## src/rtl/uart_pkg.sv

```systemverilog
// Shared types and the parity helper for the parametrised UART.
package uart_pkg;

  localparam int MAX_DATA = 9;

  typedef enum logic [1:0] {
    PAR_NONE = 2'd0,
    PAR_ODD  = 2'd1,
    PAR_EVEN = 2'd2
  } parity_t;

  typedef enum logic [2:0] {
    TX_IDLE,
    TX_START,
    TX_DATA,
    TX_PARITY,
    TX_STOP
  } tx_state_t;

  typedef enum logic [2:0] {
    RX_IDLE,
    RX_START,
    RX_DATA,
    RX_PARITY,
    RX_STOP
  } rx_state_t;

  // Unused upper bits must be zero so they do not disturb the XOR.
  function automatic logic calc_parity(input logic [MAX_DATA-1:0] data, input parity_t mode);
    logic x;
    x = ^data;
    case (mode)
      PAR_ODD:  return ~x;
      PAR_EVEN: return x;
      default:  return 1'b0;
    endcase
  endfunction

endpackage

```

## src/rtl/baud_timer.sv

```systemverilog
// Bit-period counter: half flags the mid-start sample point, tick ends a bit.
module baud_timer #(
  parameter int SYNC  = 16,
  parameter int ALIGN = SYNC / 2
) (
  input  logic clk,
  input  logic clr,
  input  logic en,
  output logic half,
  output logic tick
);

  localparam int W = (SYNC > 1) ? $clog2(SYNC) : 1;

  logic [W-1:0] cnt_q, cnt_d;

  assign half = (cnt_q == W'(ALIGN - 1));
  assign tick = (cnt_q == W'(SYNC - 1));

  // NOTE: every signal assigned in always_comb gets a default first, otherwise a latch is inferred.
  always_comb begin
    cnt_d = cnt_q;
    if (en) cnt_d = tick ? '0 : cnt_q + 1'b1;
  end

  // NOTE: state registers use non-blocking assignment so all flops update together at the edge.
  always_ff @(posedge clk) begin
    if (clr) cnt_q <= '0;
    else     cnt_q <= cnt_d;
  end

endmodule

```

## src/rtl/uart_param.sv

```systemverilog
// Parametrised UART with valid/ready byte interfaces, optional parity and
// a receiver that rejects false starts and reports parity/framing/overrun.
module uart_param
  import uart_pkg::*;
#(
  parameter int CLOCK  = 150000000,
  parameter int BAUD   = 9600,
  parameter int DATA   = 8,
  parameter int PARITY = 0,
  parameter int STOP   = 1
) (
  input  logic            clk,
  input  logic            clr,
  input  logic            rx,
  output logic            tx,
  input  logic [DATA-1:0] tx_data,
  input  logic            tx_valid,
  output logic            tx_ready,
  output logic [DATA-1:0] rx_data,
  output logic            rx_valid,
  input  logic            rx_ready,
  output logic            parity_err,
  output logic            frame_err,
  output logic            overrun
);

  localparam int             SYNC     = CLOCK / BAUD;
  localparam int             ALIGN    = SYNC / 2;
  localparam int             BW       = $clog2(DATA + 1);
  localparam parity_t        PMODE    = parity_t'(PARITY);
  localparam logic [BW-1:0]  LAST_BIT = BW'(DATA - 1);

  // ---------------- transmitter ----------------
  tx_state_t       tx_state_q, tx_state_d;
  logic            tx_q, tx_d;
  logic [DATA-1:0] tx_shift_q, tx_shift_d;
  logic [BW-1:0]   tx_bit_q, tx_bit_d;
  logic            tx_par_q, tx_par_d;
  logic            tx_stop_q, tx_stop_d;
  logic            tx_tick, tx_half_unused;

  baud_timer #(.SYNC(SYNC), .ALIGN(ALIGN)) u_tx_timer (
    .clk  (clk),
    .clr  (clr || tx_state_q == TX_IDLE),
    .en   (1'b1),
    .half (tx_half_unused),
    .tick (tx_tick)
  );

  assign tx       = tx_q;
  assign tx_ready = (tx_state_q == TX_IDLE);

  // tx_d is the line level for the state being entered, so tx is registered.
  always_comb begin
    tx_state_d = tx_state_q;
    tx_d       = tx_q;
    tx_shift_d = tx_shift_q;
    tx_bit_d   = tx_bit_q;
    tx_par_d   = tx_par_q;
    tx_stop_d  = tx_stop_q;
    unique case (tx_state_q)
      TX_IDLE: begin
        tx_d = 1'b1;
        if (tx_valid) begin
          tx_state_d = TX_START;
          tx_d       = 1'b0;
          tx_shift_d = tx_data;
          tx_par_d   = calc_parity(MAX_DATA'(tx_data), PMODE);
          tx_bit_d   = '0;
          tx_stop_d  = 1'b0;
        end
      end
      TX_START: if (tx_tick) begin
        tx_state_d = TX_DATA;
        tx_d       = tx_shift_q[0];
      end
      TX_DATA: if (tx_tick) begin
        if (tx_bit_q == LAST_BIT) begin
          if (PMODE == PAR_NONE) begin
            tx_state_d = TX_STOP;
            tx_d       = 1'b1;
          end else begin
            tx_state_d = TX_PARITY;
            tx_d       = tx_par_q;
          end
        end else begin
          tx_shift_d = tx_shift_q >> 1;
          tx_bit_d   = tx_bit_q + 1'b1;
          tx_d       = tx_shift_q[1];
        end
      end
      TX_PARITY: if (tx_tick) begin
        tx_state_d = TX_STOP;
        tx_d       = 1'b1;
      end
      TX_STOP: if (tx_tick) begin
        if (STOP == 2 && !tx_stop_q) tx_stop_d  = 1'b1;
        else                         tx_state_d = TX_IDLE;
      end
      default: tx_state_d = TX_IDLE;
    endcase
  end

  always_ff @(posedge clk) begin
    if (clr) begin
      tx_state_q <= TX_IDLE;
      tx_q       <= 1'b1;
      tx_bit_q   <= '0;
      tx_stop_q  <= 1'b0;
    end else begin
      tx_state_q <= tx_state_d;
      tx_q       <= tx_d;
      tx_bit_q   <= tx_bit_d;
      tx_stop_q  <= tx_stop_d;
    end
  end

  // NOTE: pure datapath registers are loaded before use, so they carry no reset.
  always_ff @(posedge clk) begin
    tx_shift_q <= tx_shift_d;
    tx_par_q   <= tx_par_d;
  end

  // ---------------- receiver ----------------
  logic            sync1_q, sync2_q, rx_prev_q;
  rx_state_t       rx_state_q, rx_state_d;
  logic [DATA-1:0] rx_shift_q, rx_shift_d;
  logic [BW-1:0]   rx_bit_q, rx_bit_d;
  logic            rx_par_q, rx_par_d;
  logic [DATA-1:0] rx_data_q, rx_data_d;
  logic            rx_valid_q, rx_valid_d;
  logic            parity_err_q, parity_err_d;
  logic            frame_err_q, frame_err_d;
  logic            overrun_q, overrun_d;
  logic            rx_restart;
  logic            rx_half, rx_tick;

  baud_timer #(.SYNC(SYNC), .ALIGN(ALIGN)) u_rx_timer (
    .clk  (clk),
    .clr  (clr || rx_state_q == RX_IDLE || rx_restart),
    .en   (1'b1),
    .half (rx_half),
    .tick (rx_tick)
  );

  assign rx_data    = rx_data_q;
  assign rx_valid   = rx_valid_q;
  assign parity_err = parity_err_q;
  assign frame_err  = frame_err_q;
  assign overrun    = overrun_q;

  always_comb begin
    rx_state_d   = rx_state_q;
    rx_shift_d   = rx_shift_q;
    rx_bit_d     = rx_bit_q;
    rx_par_d     = rx_par_q;
    rx_data_d    = rx_data_q;
    rx_valid_d   = rx_valid_q;
    parity_err_d = parity_err_q;
    frame_err_d  = frame_err_q;
    overrun_d    = 1'b0;
    rx_restart   = 1'b0;
    if (rx_valid_q && rx_ready) begin
      rx_valid_d   = 1'b0;
      parity_err_d = 1'b0;
      frame_err_d  = 1'b0;
    end
    unique case (rx_state_q)
      RX_IDLE: if (rx_prev_q && !sync2_q) begin
        rx_state_d = RX_START;
        rx_bit_d   = '0;
      end
      RX_START: if (rx_half) begin
        if (!sync2_q) begin
          rx_state_d = RX_DATA;
          rx_restart = 1'b1;
        end else begin
          rx_state_d = RX_IDLE;
        end
      end
      RX_DATA: if (rx_tick) begin
        rx_shift_d = {sync2_q, rx_shift_q[DATA-1:1]};
        rx_bit_d   = rx_bit_q + 1'b1;
        if (rx_bit_q == LAST_BIT) begin
          if (PMODE == PAR_NONE) rx_state_d = RX_STOP;
          else                   rx_state_d = RX_PARITY;
        end
      end
      RX_PARITY: if (rx_tick) begin
        rx_par_d   = sync2_q;
        rx_state_d = RX_STOP;
      end
      RX_STOP: if (rx_tick) begin
        // Only the first stop bit is checked; the line may start again right after.
        rx_state_d = RX_IDLE;
        if (!rx_valid_q || rx_ready) begin
          rx_data_d    = rx_shift_q;
          rx_valid_d   = 1'b1;
          frame_err_d  = !sync2_q;
          parity_err_d = (PMODE != PAR_NONE) &&
                         (rx_par_q != calc_parity(MAX_DATA'(rx_shift_q), PMODE));
        end else begin
          overrun_d = 1'b1;
        end
      end
      default: rx_state_d = RX_IDLE;
    endcase
  end

  always_ff @(posedge clk) begin
    if (clr) begin
      sync1_q      <= 1'b1;
      sync2_q      <= 1'b1;
      rx_prev_q    <= 1'b1;
      rx_state_q   <= RX_IDLE;
      rx_bit_q     <= '0;
      rx_data_q    <= '0;
      rx_valid_q   <= 1'b0;
      parity_err_q <= 1'b0;
      frame_err_q  <= 1'b0;
      overrun_q    <= 1'b0;
    end else begin
      sync1_q      <= rx;
      sync2_q      <= sync1_q;
      rx_prev_q    <= sync2_q;
      rx_state_q   <= rx_state_d;
      rx_bit_q     <= rx_bit_d;
      rx_data_q    <= rx_data_d;
      rx_valid_q   <= rx_valid_d;
      parity_err_q <= parity_err_d;
      frame_err_q  <= frame_err_d;
      overrun_q    <= overrun_d;
    end
  end

  always_ff @(posedge clk) begin
    rx_shift_q <= rx_shift_d;
    rx_par_q   <= rx_par_d;
  end

endmodule

```

## config.mk

```make
export PLATFORM = sky130hd
export DESIGN_NAME = uart_param
export DESIGN_NICKNAME = d
export VERILOG_FILES = /design/src/rtl/uart_pkg.sv /design/src/rtl/baud_timer.sv /design/src/rtl/uart_param.sv
export SDC_FILE = /design/constraint.sdc
export NUM_CORES = 1
export LEC_CHECK = 0
export ABC_AREA = 1
export CORE_ASPECT_RATIO = 1.1
export CORE_MARGIN = 2
export CORE_UTILIZATION = 58
export CTS_CLUSTER_SIZE = 14
export DETAILED_ROUTE_END_ITERATION = 10
export PLACE_DENSITY = 0.85
export SYNTH_ARGS = -nofsm -noshare
export SYNTH_HDL_FRONTEND = slang
export SYNTH_SLANG_ARGS = --single-unit
```

## constraint.sdc

```tcl
create_clock -name clk -period 1.8 [get_ports clk]
set_input_delay 0.54 -clock clk [delete_from_list [all_inputs] [get_ports clk]]
set_output_delay 0.54 -clock clk [all_outputs]
set_load 0.1 [all_outputs]
```

# --- Word level (Yosys, flattened, before mapping) ---
# Index checks and enable logic that the tools add are counted.
# Widths: inputs -> output; s select.
word_totals:
  register_bits: 74
  output_inout_bits: 14
classes:
  addsub: 4
  eq_ne: 26
  muxes: 48
  n_bitwise: 2
  reduce_logical: 23
op_table:
  columns: ["cell", "count"]
  rows:
  - ["$mux 3", 12]
  - ["$pmux 3 s5", 2]
  - ["$add 14x1->14 const B", 2]
  - ["$eq 14x14->1 const B", 2]
  - ["$mux 8", 3]
  - ["$mux 1", 21]
  - ["$mux 4", 5]
  - ["$ne 2x1->1 const B", 8]
  - ["$pmux 4 s2", 2]
  - ["$pmux 8 s2", 1]
  - ["$eq 14x13->1 const B", 1]
  - ["$eq 3x2->1 const B", 4]
  - ["$reduce_and 6->1", 2]
  - ["$ne 2x2->1 const B", 5]
  - ["$add 4x1->4 const B", 2]
  - ["$eq 4x3->1 const B", 2]
  - ["$reduce_and 4->1", 2]
  - ["$eq 3x1->1 const B", 2]
  - ["$eq 3x3->1 const B", 2]
  - ["$logic_not 3->1", 2]
  - ["$reduce_and 3->1", 2]
  - ["$logic_or 1x1->1", 4]
  - ["$pmux 1 s4", 1]
  - ["$reduce_bool 2->1", 2]
  - ["other kinds (8)", 12]

# --- Depth between registers and ports, before layout ---
# Gate-level depths: netlist of run 1.
depth:
  word_depth: 5
  mapped_depth: 10
  mapped_depth_nobuf: 10

# --- Cells and area by module ---
# Synthesis of run 1 repeated with hierarchy kept, for this count alone.
unflattened:
  cells_unflattened: 512
  area_unflattened_um2: 3739.8
by_module_without_submodules:
  columns: ["module", "n_inst", "cells_each", "area_per_inst_um2"]
  rows:
  - ["uart_param", 1, 254, 2115.8]
  - ["baud_timer", 2, 129, 812.0]

# --- Worst setup path after synthesis of run 1 ---
# No wires, ideal clock.
synth_path:
  kind: "reg-to-reg"
  startpoint: "register rx_valid_q (netlist: rx_valid)"
  endpoint: "register rx_data_q[0] (netlist: rx_data[0])"
  setup_ns: 0.070
  arrival_ns: 1.775
  t_required_ns: 1.730
  setup_slack_ns: -0.046
  path_stages_with_launch: 7
  path_buffers: 0
  period_less_slack_ns: 1.846
  cell_sequence: "dfxtp_1 > inv_1 > nor2_1 > inv_1 > nand4_1 > nand2_1 > a21oi_1"
synth_via:
  elab_chain_cells: 3
synth_rtl:
  columns: ["item", "line", "rtl"]
  rows:
  - ["start, declared", "uart_param.sv:131", "logic rx_valid_q, rx_valid_d;"]
  - ["start signal, assigned", "uart_param.sv:229", "rx_valid_q <= rx_valid_d;"]
  - ["$logic_not 1->1", "uart_param.sv:196", "if (!rx_valid_q || rx_ready) begin"]
  - ["$logic_or 1x1->1", "uart_param.sv:196", null]
  - ["$reduce_and 3->1 (no line)", null, null]
  - ["end signal, assigned", "uart_param.sv:228", "rx_data_q <= rx_data_d;"]
  - ["end, declared", "uart_param.sv:130", "logic [DATA-1:0] rx_data_q, rx_data_d;"]
# Every way passes these cells.
# A chain may end at the register's enable or synchronous reset.

# --- Worst setup path after layout of run 1 ---
layout_path:
  startpoint: "register tx_state_q[1]"
  endpoint: "output port tx_ready"
layout_via:
  elab_chain_cells: 1
layout_rtl:
  columns: ["item", "line", "rtl"]
  rows:
  - ["start, declared", "uart_param.sv:34", "tx_state_t tx_state_q, tx_state_d;"]
  - ["start signal, assigned", "uart_param.sv:111", "tx_state_q <= tx_state_d;"]
  - ["$logic_not 3->1", "uart_param.sv:51", "assign tx_ready = (tx_state_q == TX_IDLE);"]
  - ["end, declared", "uart_param.sv:18", "output logic tx_ready,"]
# Every way passes these cells.

==> results of run 1 <==
## power by group
part           leakage, uW  switching (uW)  internal, uW  total [uW]
Clock            0.0000932             618           635        1250
Sequential        0.000619             122          1880        2000
Combinational     0.000879             827           445        1270
Total              0.00159            1570          2960        4520
## worst max path at each step
stage / cells after the start / slack (ns) / to
floorplan: 7 / 0.003 / tx_shift_q[0]
global placement: 6 / 0.04 / u_tx_timer.cnt_q[2]
detailed placement: 6 / -0.05 / rx_data[7]
CTS: 4 / 0.02 / tx_ready
global route: 4 / 0.02 / tx_ready
finish: 4 / 0.06 / tx_ready
## registers in the layout, indices dropped and copies added (netlist names), 3 cells and up
name              count
u_rx_timer.cnt_q     14
rx_data               8
tx_state_q            3
rx_state_q            3
tx_shift_q            8
tx_bit_q              4
u_tx_timer.cnt_q     14
rx_bit_q              4
rx_shift_q            8
## timing repair
item,4_1_cts,5_1_grt
gates cloned,0,0
endpoints found under the setup margin,1,1
hold buffers,0,0
pin swaps,1,0
gates resized for setup,0,2
buffers inserted,1,0
## per-layer routing
| layer | routed length, um | vias up |
|---|---|---|
| met5 | 0 | - |
| met4 | 161 | 0 |
| met3 | 200 | 18 |
| met2 | 3680 | 44 |
| met1 | 3000 | 1400 |
| li1 | - | 1521 |
## metrics by stage
stage | worst slack, ns | cell area (um2)
floorplan | 0.00289 | 3570
global placement | 0.0380 | 4080
detailed placement | -0.0506 | 4080
CTS | 0.0230 | 4280
global route | 0.0166 | 4280
finish | 0.0631 | 4280
## cell type report
| class | instances | area share (%) |
|---|---|---|
| clock buffer | 9 | 2.89 |
| clock inverter | 7 | 1.61 |
| inverter | 46 | 4.12 |
| multi-input combinational | 317 | 39.3 |
| sequential | 74 | 38.4 |
| tap | 77 | 2.25 |
| timing repair buffer | 36 | 11.4 |
## cells in the final DEF (no fill, tap or decap), types with 3 or more instances in the layout
master	count
xnor2_1	3
nand3_1	43
nor2_2	11
edfxtp_1	16
nand4_1	10
buf_12	15
inv_2	8
inv_1	36
xor2_1	9
dfxtp_1	55
a21oi_2	6
clkdlybuf4s50_1	12
a21oi_1	26
clkbuf_8	9
nor3_2	5
nor2_4	6
or2_0	3
ha_1	6
nand2_2	6
nor2_1	54
o21ai_0	5
nand2_1	102
buf_4	9
or2_2	4
nand2_4	3
nor3_1	5
dfxtp_2	3
## critical path, delay by kind of cell, from the launching register on
| kind | cells | cell delay (ns) |
|---|---|---|
| flops | 1 | 0.36 |
| buf+inv | 2 | 0.24 |
| simple gates | 2 | 0.25 |
## cells by family (layout without fill, tap and decap cells)
kind of cell	after synthesis	in the layout
AND/OR/NAND/NOR	258	258
flip-flops	74	74
buffers and inverters	55	98
AO/OA/AOI/OAI	41	41
XOR/XNOR	12	12
adder cells (fa/ha/maj)	6	6
## synthesized netlist by cell type
cell,instances,area share [%]
a21oi_1,26,3.6
a21oi_2,6,1.5
buf_12,1,0.56
buf_2,2,0.28
buf_4,3,0.63
buf_6,1,0.32
clkbuf_1,2,0.21
clkinv_2,1,0.14
dfxtp_1,58,33
edfxtp_1,16,13
ha_1,6,2.1
inv_1,36,3.8
inv_2,9,0.95
nand2_1,102,11
nand2_2,6,1.1
nand2_4,3,0.95
nand3_1,43,6.0
nand3_2,1,0.28
nand3b_1,1,0.21
nand4_1,10,1.8
nor2_1,54,5.7
nor2_2,11,1.9
nor2_4,6,1.9
nor3_1,5,0.70
nor3_2,5,1.4
nor3_4,1,0.46
nor3b_1,2,0.42
nor3b_2,1,0.35
o21ai_0,5,0.70
o21ai_1,2,0.28
o21ai_4,2,0.91
or2_0,3,0.53
or2_2,4,0.70
xnor2_1,3,0.74
xor2_1,9,2.2
==> impl_metrics.tcl, run 1 <==
set metrics [dict create \
    wl_per_cell_um 12.4 \
    crit_type "reg2out" \
    min_delay_path_depth 1 \
    post_synth_fa_ha_maj_area_fraction_pct 2.10 \
    hold_violation_total_from_the_final_report 0 \
    detailedRoute.firstIterationViolations 144 \
    global_route.usage.met1_pct 26.9 \
    fp.dieW_um 78.8 \
    max_freq_ghz 0.576 \
    muxShareOfSynthArea_pct 0 \
    warnings_from_yosys 0 \
    grt_first_pass_wirelength_um 12100 \
    period_needed_ns 1.74 \
    combinational_family_with_the_most_area_after_synthesis "simple AND/OR/NAND/NOR gates" \
    post_syn_area_mm2 0.00357 \
    status "finished, final reports clean" \
    slew_viol_final 0 \
    worstPathMaxFanout 5 \
    clk_transition_reported_paths_ns 0.08 \
    total_leakage_power_uw 0.00159 \
    fp.coreArea_mm2 0.00584 \
    timing.max_cap.violations 0 \
    place.detailed.instances 549 \
    grt_use_total_pct 22.4 \
    ratio_of_cells_with_drive_above_1_in_the_final_layout_pct 20.0 \
    grt_antenna_before_repair 0 \
    worstSetupStartpointType "flip-flop" \
    clock-sinks 74 \
    use_met2_pct 38.0 \
    area_of_combinational_cells_with_multiple_inputs_mm2 0.00168 \
    cts_inserted_buffers 9 \
    first_global_vias 2817 \
    post_synthesis_net_count 465 \
    post-dp-hpwl_um 5220 \
    grt_overflow 0 \
    capturing_point_of_the_worst_reg2reg_path "u_rx_timer.cnt_q[13]" \
    hold_class "reg2reg" \
    cts_htree_levels 3 \
    share_of_synthesized_cell_area_in_and_or_nand_and_nor_gates_pct 35.1 \
    floorplan.initialDensity_pct 61.1 \
    grt_max_degree 15 \
    synth_seq_area_share_pct 46.0 \
    timing.hold.ws_ns 0.422 \
    gp_congestion 0.875 \
    antenna_cells 0 \
    regToRegStartpoint "u_rx_timer.cnt_q[0]" \
    drt-pass1-iter-count 4 \
    ant_nets 0 \
    global_route.peak_usage_layer "met2" \
    postSynthRegisterBits 74 \
    flow.area_growth_from_synthesis_pct 20.0 \
    rsz_0062_raised_after_global_routing "false" \
    syn-instance-count 446 \
    filler_cell_count 444 \
    timing.critical_path.cells "nor2_2 > inv_2 > nor2_4 > buf_12" \
    cp_slowest_cell "dfxtp_2" \
    clock_insertion_delay_worst_skew_ns 0.34 \
    nets 503 \
    std_cell_rows 29 \
    hold-path-endpoint "sync2_q" \
    critPathMaxStageDelay_ns 0.36 \
    vias 2983 \
    drc_errors 0 \
    critPathLaunch "tx_state_q[1]" \
    gr_met3_demand_resource_pct 5.83 \
    cts_buffer_depth 2 \
    power_per_cell_area_mw_per_mm2 1060 \
    finalWirelength_um 7040 \
    die-height_um 86.3 \
    design_power_total_uw 4520 \
    worst_ep_arrival_time_ns 1.20 \
    slew_headroom_pct 63.6 \
    setup_total_negative_slack_ns 0 \
    finClkSkew_ns 0.00786 \
    die_area_mm2 0.00680 \
    timing.critical_path.to_type "output pin" \
    cp_required_ns 1.26 \
    port_buffers 26 \
    period_share_pct 96.5 \
    top_level_ports 27 \
    worstRegToRegCells 6 \
    synth_cell_type_count 35 \
    holdCritStartpoint "sync1_q" \
    yosys.area_share.xor_xnor_pct 2.95 \
    tritoncts_clock_tree "done" \
    final-seq-area_mm2 0.00165 \
    root_buffer "clkbuf_8" \
    reg2reg_slack_ns 0.20 \
    ir_worst_vdd_mv 0.677 \
    final_core_util_pct 73.3 \
    vias_per_cell 5.27 \
    number_of_endpoints_failing_setup_at_the_final_stage 0 \
    synth_area_per_cell_um2 8.00 \
    share_of_the_synthesized_area_in_compound_gates_ao_oa_aoi_oai_pct 7.01 \
    number_of_standard_cells_in_the_layout_taps_in_and_fillers_out 566 \
    worst_pin_slew_ns 0.544 \
]
No activity file was read; power rests on OpenSTA's default activity.
==> run 2: changes to the inputs <==
--- a/config.mk
+++ b/config.mk
@@ -15,3 +15,4 @@
 export SYNTH_ARGS = -nofsm -noshare
 export SYNTH_HDL_FRONTEND = slang
 export SYNTH_SLANG_ARGS = --single-unit
+export TNS_END_PERCENT = 10
==> run 2 against run 1 <==
Compared with the run above:
- global-route usage rose by 0.074 points
- core utilization down 0.11 points
- clock skew is essentially flat
- critical endpoint unchanged
==> impl_metrics.tcl, run 2 (synthesis gave the netlist of run 1 again) <==
set metrics [dict create \
    status "finished, final reports clean" \
    filler_cell_count 419 \
    grt_max_degree 15 \
    most-common-layout-cells "nand2_1 (102), dfxtp_1 (55), nor2_1 (54), nand3_1 (43), inv_1 (36)" \
    crit_type "reg2out" \
    crit_cells 4 \
    seqPwrFrac_pct 44.8 \
    critPathLaunch "tx_state_q[0]" \
    capturing_point_of_the_worst_reg2reg_path "u_rx_timer.cnt_q[13]" \
    finalWirelength_um 6970 \
    period_share_pct 97.2 \
    worst_slack_ns 0.0513 \
    worstPathMaxFanout 5 \
    die_area_mm2 0.00680 \
    layout.cells.most_common "nand2_1" \
    grt_first_pass_wirelength_um 12200 \
    floorplan.initialDensity_pct 61.1 \
    total_switching_power_uw 1610 \
    slew_viol_final 0 \
    grt_use_total_pct 22.5 \
    die-height_um 86.3 \
    hold_violation_total_from_the_final_report 0 \
    setup_total_negative_slack_ns 0 \
    power_switching_share_pct 35.9 \
    worstSetupStartpointType "flip-flop" \
    timing.critical_path.cells "nor2_4 > inv_2 > nor2_4 > buf_12" \
    critPathMaxStageDelay_ns 0.37 \
    finClkSkew_ns 0.00813 \
    combPwrFrac_pct 29.3 \
    biggestRegsByFlops "u_rx_timer.cnt_q x14, u_tx_timer.cnt_q x14" \
    gr_met3_demand_resource_pct 4.79 \
    period_needed_ns 1.75 \
    cp_slowest_cell "dfxtp_2" \
    grt_antenna_before_repair 0 \
    drc_errors 0 \
    vias_per_cell 5.28 \
    drt-pass1-iter-count 4 \
    number_of_endpoints_failing_setup_at_the_final_stage 0 \
    total_leakage_power_uw 0.00160 \
    detailedPlace.worstSlack_ns -0.0291 \
    ratio_of_cells_with_drive_above_1_in_the_final_layout_pct 20.2 \
    post_cts_hold_buffer_count 0 \
    clk_transition_reported_paths_ns 0.08 \
    tritoncts_clock_tree "done" \
    finish.instance_area_mm2 0.00427 \
    fp.coreArea_mm2 0.00584 \
    holdCritStartpoint "sync1_q" \
    nets 504 \
    critPathMostFrequentCell "nor2_4" \
    fp.dieW_um 78.8 \
    port_buffers 26 \
    top_level_ports 27 \
    use_met2_pct 40.2 \
    ir_worst_vdd_mv 0.655 \
    worstRegToRegCells 6 \
    clock-sinks 74 \
    worst_ep_arrival_time_ns 1.21 \
    flow.area_growth_from_synthesis_pct 19.8 \
    power_report.internal_total_uw 2860 \
    grt_overflow 0 \
    design_power_total_uw 4470 \
    gp_congestion 0.899 \
    detailedRoute.firstIterationViolations 236 \
    regToRegStartpoint "u_rx_timer.cnt_q[0]" \
    power_per_cell_area_mw_per_mm2 1040 \
    cts_buffer_depth 2 \
    clock_insertion_delay_worst_skew_ns 0.34 \
    hold_class "reg2reg" \
    timing.max_cap.violations 0 \
    antenna_cells 0 \
    max_freq_ghz 0.572 \
    share_clk_of_total_power_pct 25.9 \
    worst_pin_slew_ns 0.525 \
    reg2reg_slack_ns 0.21 \
    root_buffer "clkbuf_8" \
    cpLargestDelayFamily "flip-flops" \
    postPlaceCellArea_mm2 0.00408 \
    timing.critical_path.to_type "output pin" \
    post-dp-hpwl_um 5170 \
    vias 2993 \
    cts_htree_levels 3 \
    critical_path_end "tx_ready" \
    critical_path.n_buffers_inverters 2 \
    wl_per_cell_um 12.3 \
    global_route.usage.met1_pct 25.4 \
    first_global_vias 2925 \
    ant_nets 0 \
    cp_required_ns 1.26 \
    std_cell_rows 29 \
    cts_inserted_buffers 9 \
    rsz_0062_raised_after_global_routing "false" \
    slew_headroom_pct 64.9 \
    global_route.peak_usage_layer "met2" \
]
==> run 2: changes by cell type in the layout (fill, tap and decap cells not counted), sizes merged <==
cell | previous run | this run
inv | 46 | 47
clkinv | 4 | 6
bufinv | 1 | 0
clkinvlp | 2 | 0
buf | 24 | 25
==> run 2: worst min path at each step <==
stage,to,slack [ns],cells past startpoint
finish,sync2_q,0.45,1
global route,sync2_q,0.46,1
CTS,sync2_q,0.44,1
detailed placement,sync2_q,0.41,1
global placement,sync2_q,0.40,1
floorplan,sync2_q,0.39,1
==> run 2: power groups by stage <==
stage          clock, uW  combinational, uW  sequential [uW]
2_1_floorplan          0                905             2060
3_3_place_gp           0               1230             2020
3_5_place_dp           0               1280             2030
4_1_cts             1170               1310             1990
5_1_grt             1250               1450             2020
6_report            1160               1310             2000
==> run 2: metal layers <==
layer | part of all wire, % | vias to the layer above
met2 | 52 | 61
met5 | 0 | -
li1 | - | 1524
met1 | 42 | 1387
met4 | 3.0 | 0
met3 | 2.7 | 21
==> run 2: repair_timing <==
item / in CTS / in global routing
gates resized for setup: 1 / 2
setup buffers: 1 / 0
setup endpoints to repair: 1 / 1
pin swaps: 1 / 0
==> run 2: metrics by stage <==
stage	hold WS, ns	utilization, %	std cells
CTS	0.435	73.1	567
floorplan	0.389	-	446
global route	0.461	73.2	567
detailed placement	0.410	69.9	550
finish	0.447	73.2	567
global placement	0.401	69.9	550
==> run 2: cell type report <==
class	count	area, um2	area share, %
multi-input cells	317	1690	39.5
flip-flops and latches	74	1650	38.5
repair buffers	37	495	11.6
inverters	46	174	4.07
clock buffers	9	124	2.90
well taps	77	96.3	2.25
clock inverters	7	52.6	1.23
==> run 3: changes to the inputs <==
--- a/config.mk
+++ b/config.mk
@@ -9,7 +9,7 @@
 export CORE_ASPECT_RATIO = 1.1
 export CORE_MARGIN = 2
 export CORE_UTILIZATION = 58
-export CTS_CLUSTER_SIZE = 14
+export CTS_CLUSTER_SIZE = 12
 export DETAILED_ROUTE_END_ITERATION = 10
 export PLACE_DENSITY = 0.85
 export SYNTH_ARGS = -nofsm -noshare
==> results of run 3 <==
Same layout as run 2: the final DEF is identical, and so are final timing and power.
==> RTL change 1: new RTL, settings of run 1 <==
The parameter `PARITY` goes from 0 to 1.
--- a/src/rtl/uart_param.sv
+++ b/src/rtl/uart_param.sv
@@ -7,5 +7,5 @@
   parameter int BAUD   = 9600,
   parameter int DATA   = 8,
-  parameter int PARITY = 0,
+  parameter int PARITY = 1,
   parameter int STOP   = 1
 ) (
Check against the original RTL: same outputs for any inputs over 10 cycles, from zero or initial values; that may be too few to reach the edited logic, so the function may still have changed.
==> RTL change 1 against run 1 <==
  * Final area rose by 8.1%
  * Count of clock-buffer cells in the layout rose by 1
  * Area after synthesis grew 4.6%
  * Total power grew 7.3%
  * Sequential cell count increased by 2
  * Largest cell class unchanged
  * Highest routed layer unchanged
  * Global-route usage is 0.90 points higher
  * Die area increased by 4.3%
  * Register-to-register slack worse by 110 ps
  * Routed wire length is 13% higher
  * Setup slack improved by 1.1 ps
==> RTL change 1: results (changes against run 1) <==
Leak 1.87 nW (was 1.59 nW); Post-DP HPWL 5530 µm (was 5220 µm); R2R setup slack 90 ps (was 200 ps); vias in the first global route 3,042 (was 2,817); post-synth net total 503 (was 465); hold_ws 415 ps (was 422 ps); worst slack, placed -62.9 ps (was -50.6 ps); fill count 423 (was 444); all-layer global routing usage 23.3% (was 22.4%); Power Dens Cells 1050 nW/µm² (was 1060 nW/µm²); critical path fanouts, max 6 (was 5); Least-Margin Pin Slew 371 ps (was 544 ps); largest net degree at the start of global routing 16 (was 15); leading post-synthesis cells by cell area dfxtp_1 (31%), edfxtp_1 (14%), nand2_1 (11%) (was dfxtp_1 (33%), edfxtp_1 (13%), nand2_1 (11%)); Seq. pwr 2.07 mW (was 2.00 mW); Int Pwr 3.25 mW (was 2.96 mW); Post-layout nets 557 (was 503); post_cts resized 3 (was 0); slowest CP cell dfxtp_4 (was dfxtp_2); post-DR wirelength/cell 12.8 µm (was 12.4 µm); starting DRC count in detailed routing 286 (was 144); number of distinct library cells after synthesis 39 (was 35); VDD IR max 0.000926 V (was 0.000677 V); sequential cell area fraction in the yosys report 45.6% (was 46.0%); CP peak stage delay 380 ps (was 360 ps); gpl congestion 0.884 (was 0.875); status finished clean (unchanged); Comb group 1.37 mW (was 1.27 mW); Synth Area in Compound Gates 8.52% (was 7.01%); dpl cell area 4310 µm² (was 4080 µm²)
RTL change 1: cell count changes after synthesis, sizes merged, moves of 7 or more:
cell	run 1	this run
o21ai	9	18
inv	45	59
nand3	44	28
nor3	11	18
xnor2	3	12
RTL change 1: routing by layer:
layer	vias to the layer above	share of wire, %	GRT usage (%)
met1	1519	44	28.1
met5	-	0	0
met4	0	1.7	13.1
met2	98	51	39.4
met3	14	4.0	4.02
li1	1678	-	-
RTL change 1: layout make-up:
type / instances / area, µm² / share of cell area, %
timing repair buffer: 50 / 606 / 13.1
tap: 80 / 100 / 2.16
clock buffer: 10 / 149 / 3.22
multi-input combinational: 341 / 1760 / 38.0
clock inverter: 6 / 68.8 / 1.49
sequential: 76 / 1710 / 36.9
inverter: 60 / 238 / 5.14
RTL change 1: path summary, 6_finish.rpt:
path | cells past startpoint | endpoint | from
max | 4 | tx_ready | tx_state_q[2]
min | 1 | sync2_q | sync1_q
max reg2reg | 10 | tx_bit_q[0] | tx_state_q[2]
min reg2reg | 1 | sync2_q | sync1_q
==> RTL change 2: new RTL, config.mk and constraints of run 1 <==
Made on the original files. The 5 states of `rx_state_t` get a one-hot encoding in 5 bits.
--- a/src/rtl/uart_pkg.sv
+++ b/src/rtl/uart_pkg.sv
@@ -18,10 +18,10 @@
   } tx_state_t;
 
-  typedef enum logic [2:0] {
-    RX_IDLE,
-    RX_START,
-    RX_DATA,
-    RX_PARITY,
-    RX_STOP
+  typedef enum logic [4:0] {
+    RX_IDLE   = 5'b00001,
+    RX_START  = 5'b00010,
+    RX_DATA   = 5'b00100,
+    RX_PARITY = 5'b01000,
+    RX_STOP   = 5'b10000
   } rx_state_t;
 
Formal check against the unedited RTL: no difference found for any inputs over 10 cycles, from zero or initial values; not proved beyond that.
==> RTL change 2 against run 1 <==
  * Total power is 14% lower
  * Final area fell by 0.76%
  * Die area is 1.3% lower
  * Sequential cell count up 1
  * Critical path type unchanged
  * Routed wire length decreased by 3.1%
  * Area after synthesis is 1.3% lower
  * Core utilization shrank 0.10 points
  * Setup slack lost 55 ps
==> RTL change 2: results (changes against run 1) <==
worst skew pair latency 360 ps (was 340 ps); FFs w/ async S/R, synth 0% (unchanged); CLK BUF 11 (was 9); #MultiIn Comb 319 (was 317); Arrival @ worst endpoint 1250 ps (was 1200 ps); fill count 443 (was 444); Leak 1.58 nW (was 1.59 nW); Slew headroom 59.7% (was 63.6%); NonClk Buf Share 11.0% (was 11.4%); sequential cell area fraction in the yosys report 47.2% (was 46.0%); top post-synthesis cells by count nand2_1 (104), nor2_1 (78), dfxtp_1 (59) (was nand2_1 (102), dfxtp_1 (58), nor2_1 (54)); Final Cycle Share 99.6% (was 96.5%); Mapped Avg Cell Area 7.72 µm² (was 8.00 µm²); largest net degree at the start of global routing 20 (was 15); Post-DP HPWL 4840 µm (was 5220 µm); hold_ws 412 ps (was 422 ps); placed cell count 560 (was 549); storage element area 1660 µm² (was 1650 µm²); Non-clock buffers 35 (was 36); post-route insts no fill 577 (was 566); post-synth net total 475 (was 465); VDD IR max 0.000823 V (was 0.000677 V); CTS Root Cell clkbuf_8 (unchanged); worst slack, placed -75.9 ps (was -50.6 ps); clock network share of area 4.57% (was 4.50%); share of cells above drive strength 1 14.2% (was 20.0%); Post-layout nets 514 (was 503); first-pass GRT wire length 12,000 µm (was 12,100 µm); vias per inst 5.08 (was 5.27); Int Pwr 2.75 mW (was 2.96 mW); area grow syn2layout 20.6% (was 20.0%); vias in the first global route 2,853 (was 2,817); number of distinct library cells after synthesis 36 (was 35); initial antenna violation count 0 (unchanged); all-layer global routing usage 22.4% (about the same); multi-input logic area 1610 µm² (was 1680 µm²); # clock sinks 75 (was 74); dpl cell area 4050 µm² (was 4080 µm²); fraction of area in multi-input gates 38.0% (was 39.3%); status finished clean (unchanged); Inverters 55 (was 46); gpl congestion 0.915 (was 0.875); drt total wl 6820 µm (was 7040 µm); post_cts resized 0 (unchanged)
RTL change 2: cell types whose count changed in the layout (fill, tap and decap cells not counted), moves of 3 or more:
cell | run 1 | this run
a21oi_1 | 26 | 20
a21oi_2 | 6 | 1
inv_1 | 36 | 51
inv_2 | 8 | 3
nand3_1 | 43 | 31
nand4_1 | 10 | 7
nor2_1 | 54 | 78
nor2_2 | 11 | 5
nor3_1 | 5 | 8
nor3_2 | 5 | 1
o21ai_0 | 5 | 14
or2_0 | 3 | 0
RTL change 2: logic make-up after synthesis:
group / count (synthesis) / synth area share [%]
AND/OR/NAND/NOR: 257 / 33.1
buffers and inverters: 62 / 7.32
AO/OA/AOI/OAI: 44 / 7.25
flip-flops: 75 / 47.2
XOR/XNOR: 12 / 2.99
adder cells (fa/ha/maj): 6 / 2.13
RTL change 2: worst max-delay path: stages, from the launching register on:
cell and delay [ps]:
dfxtp_2 360, nor2_4 150, inv_2 70, nor2_4 120, buf_12 190
RTL change 2: path summary, 6_finish.rpt:
check                to  depth (start not counted)
max            tx_ready                          4
min             sync2_q                          1
max reg2reg  rx_data[7]                         11
min reg2reg     sync2_q                          1
RTL change 2: power groups by stage:
stage | logic [mW] | registers, mW | clock network [mW]
after global placement | 0.698 | 1.92 | 0
final | 0.729 | 1.89 | 1.29
after global routing | 0.827 | 1.90 | 1.38
after detailed placement | 0.713 | 1.93 | 0
after CTS | 0.733 | 1.89 | 1.30
after floorplan | 0.528 | 1.95 | 0
RTL change 2: layer usage:
metal | GRT usage [%] | up-vias | routed length [µm]
met5 | 0 | - | 0
met4 | 8.93 | 0 | 108
met3 | 6.95 | 11 | 300
met2 | 38.3 | 63 | 3310
met1 | 26.3 | 1322 | 3100
li1 | - | 1535 | -
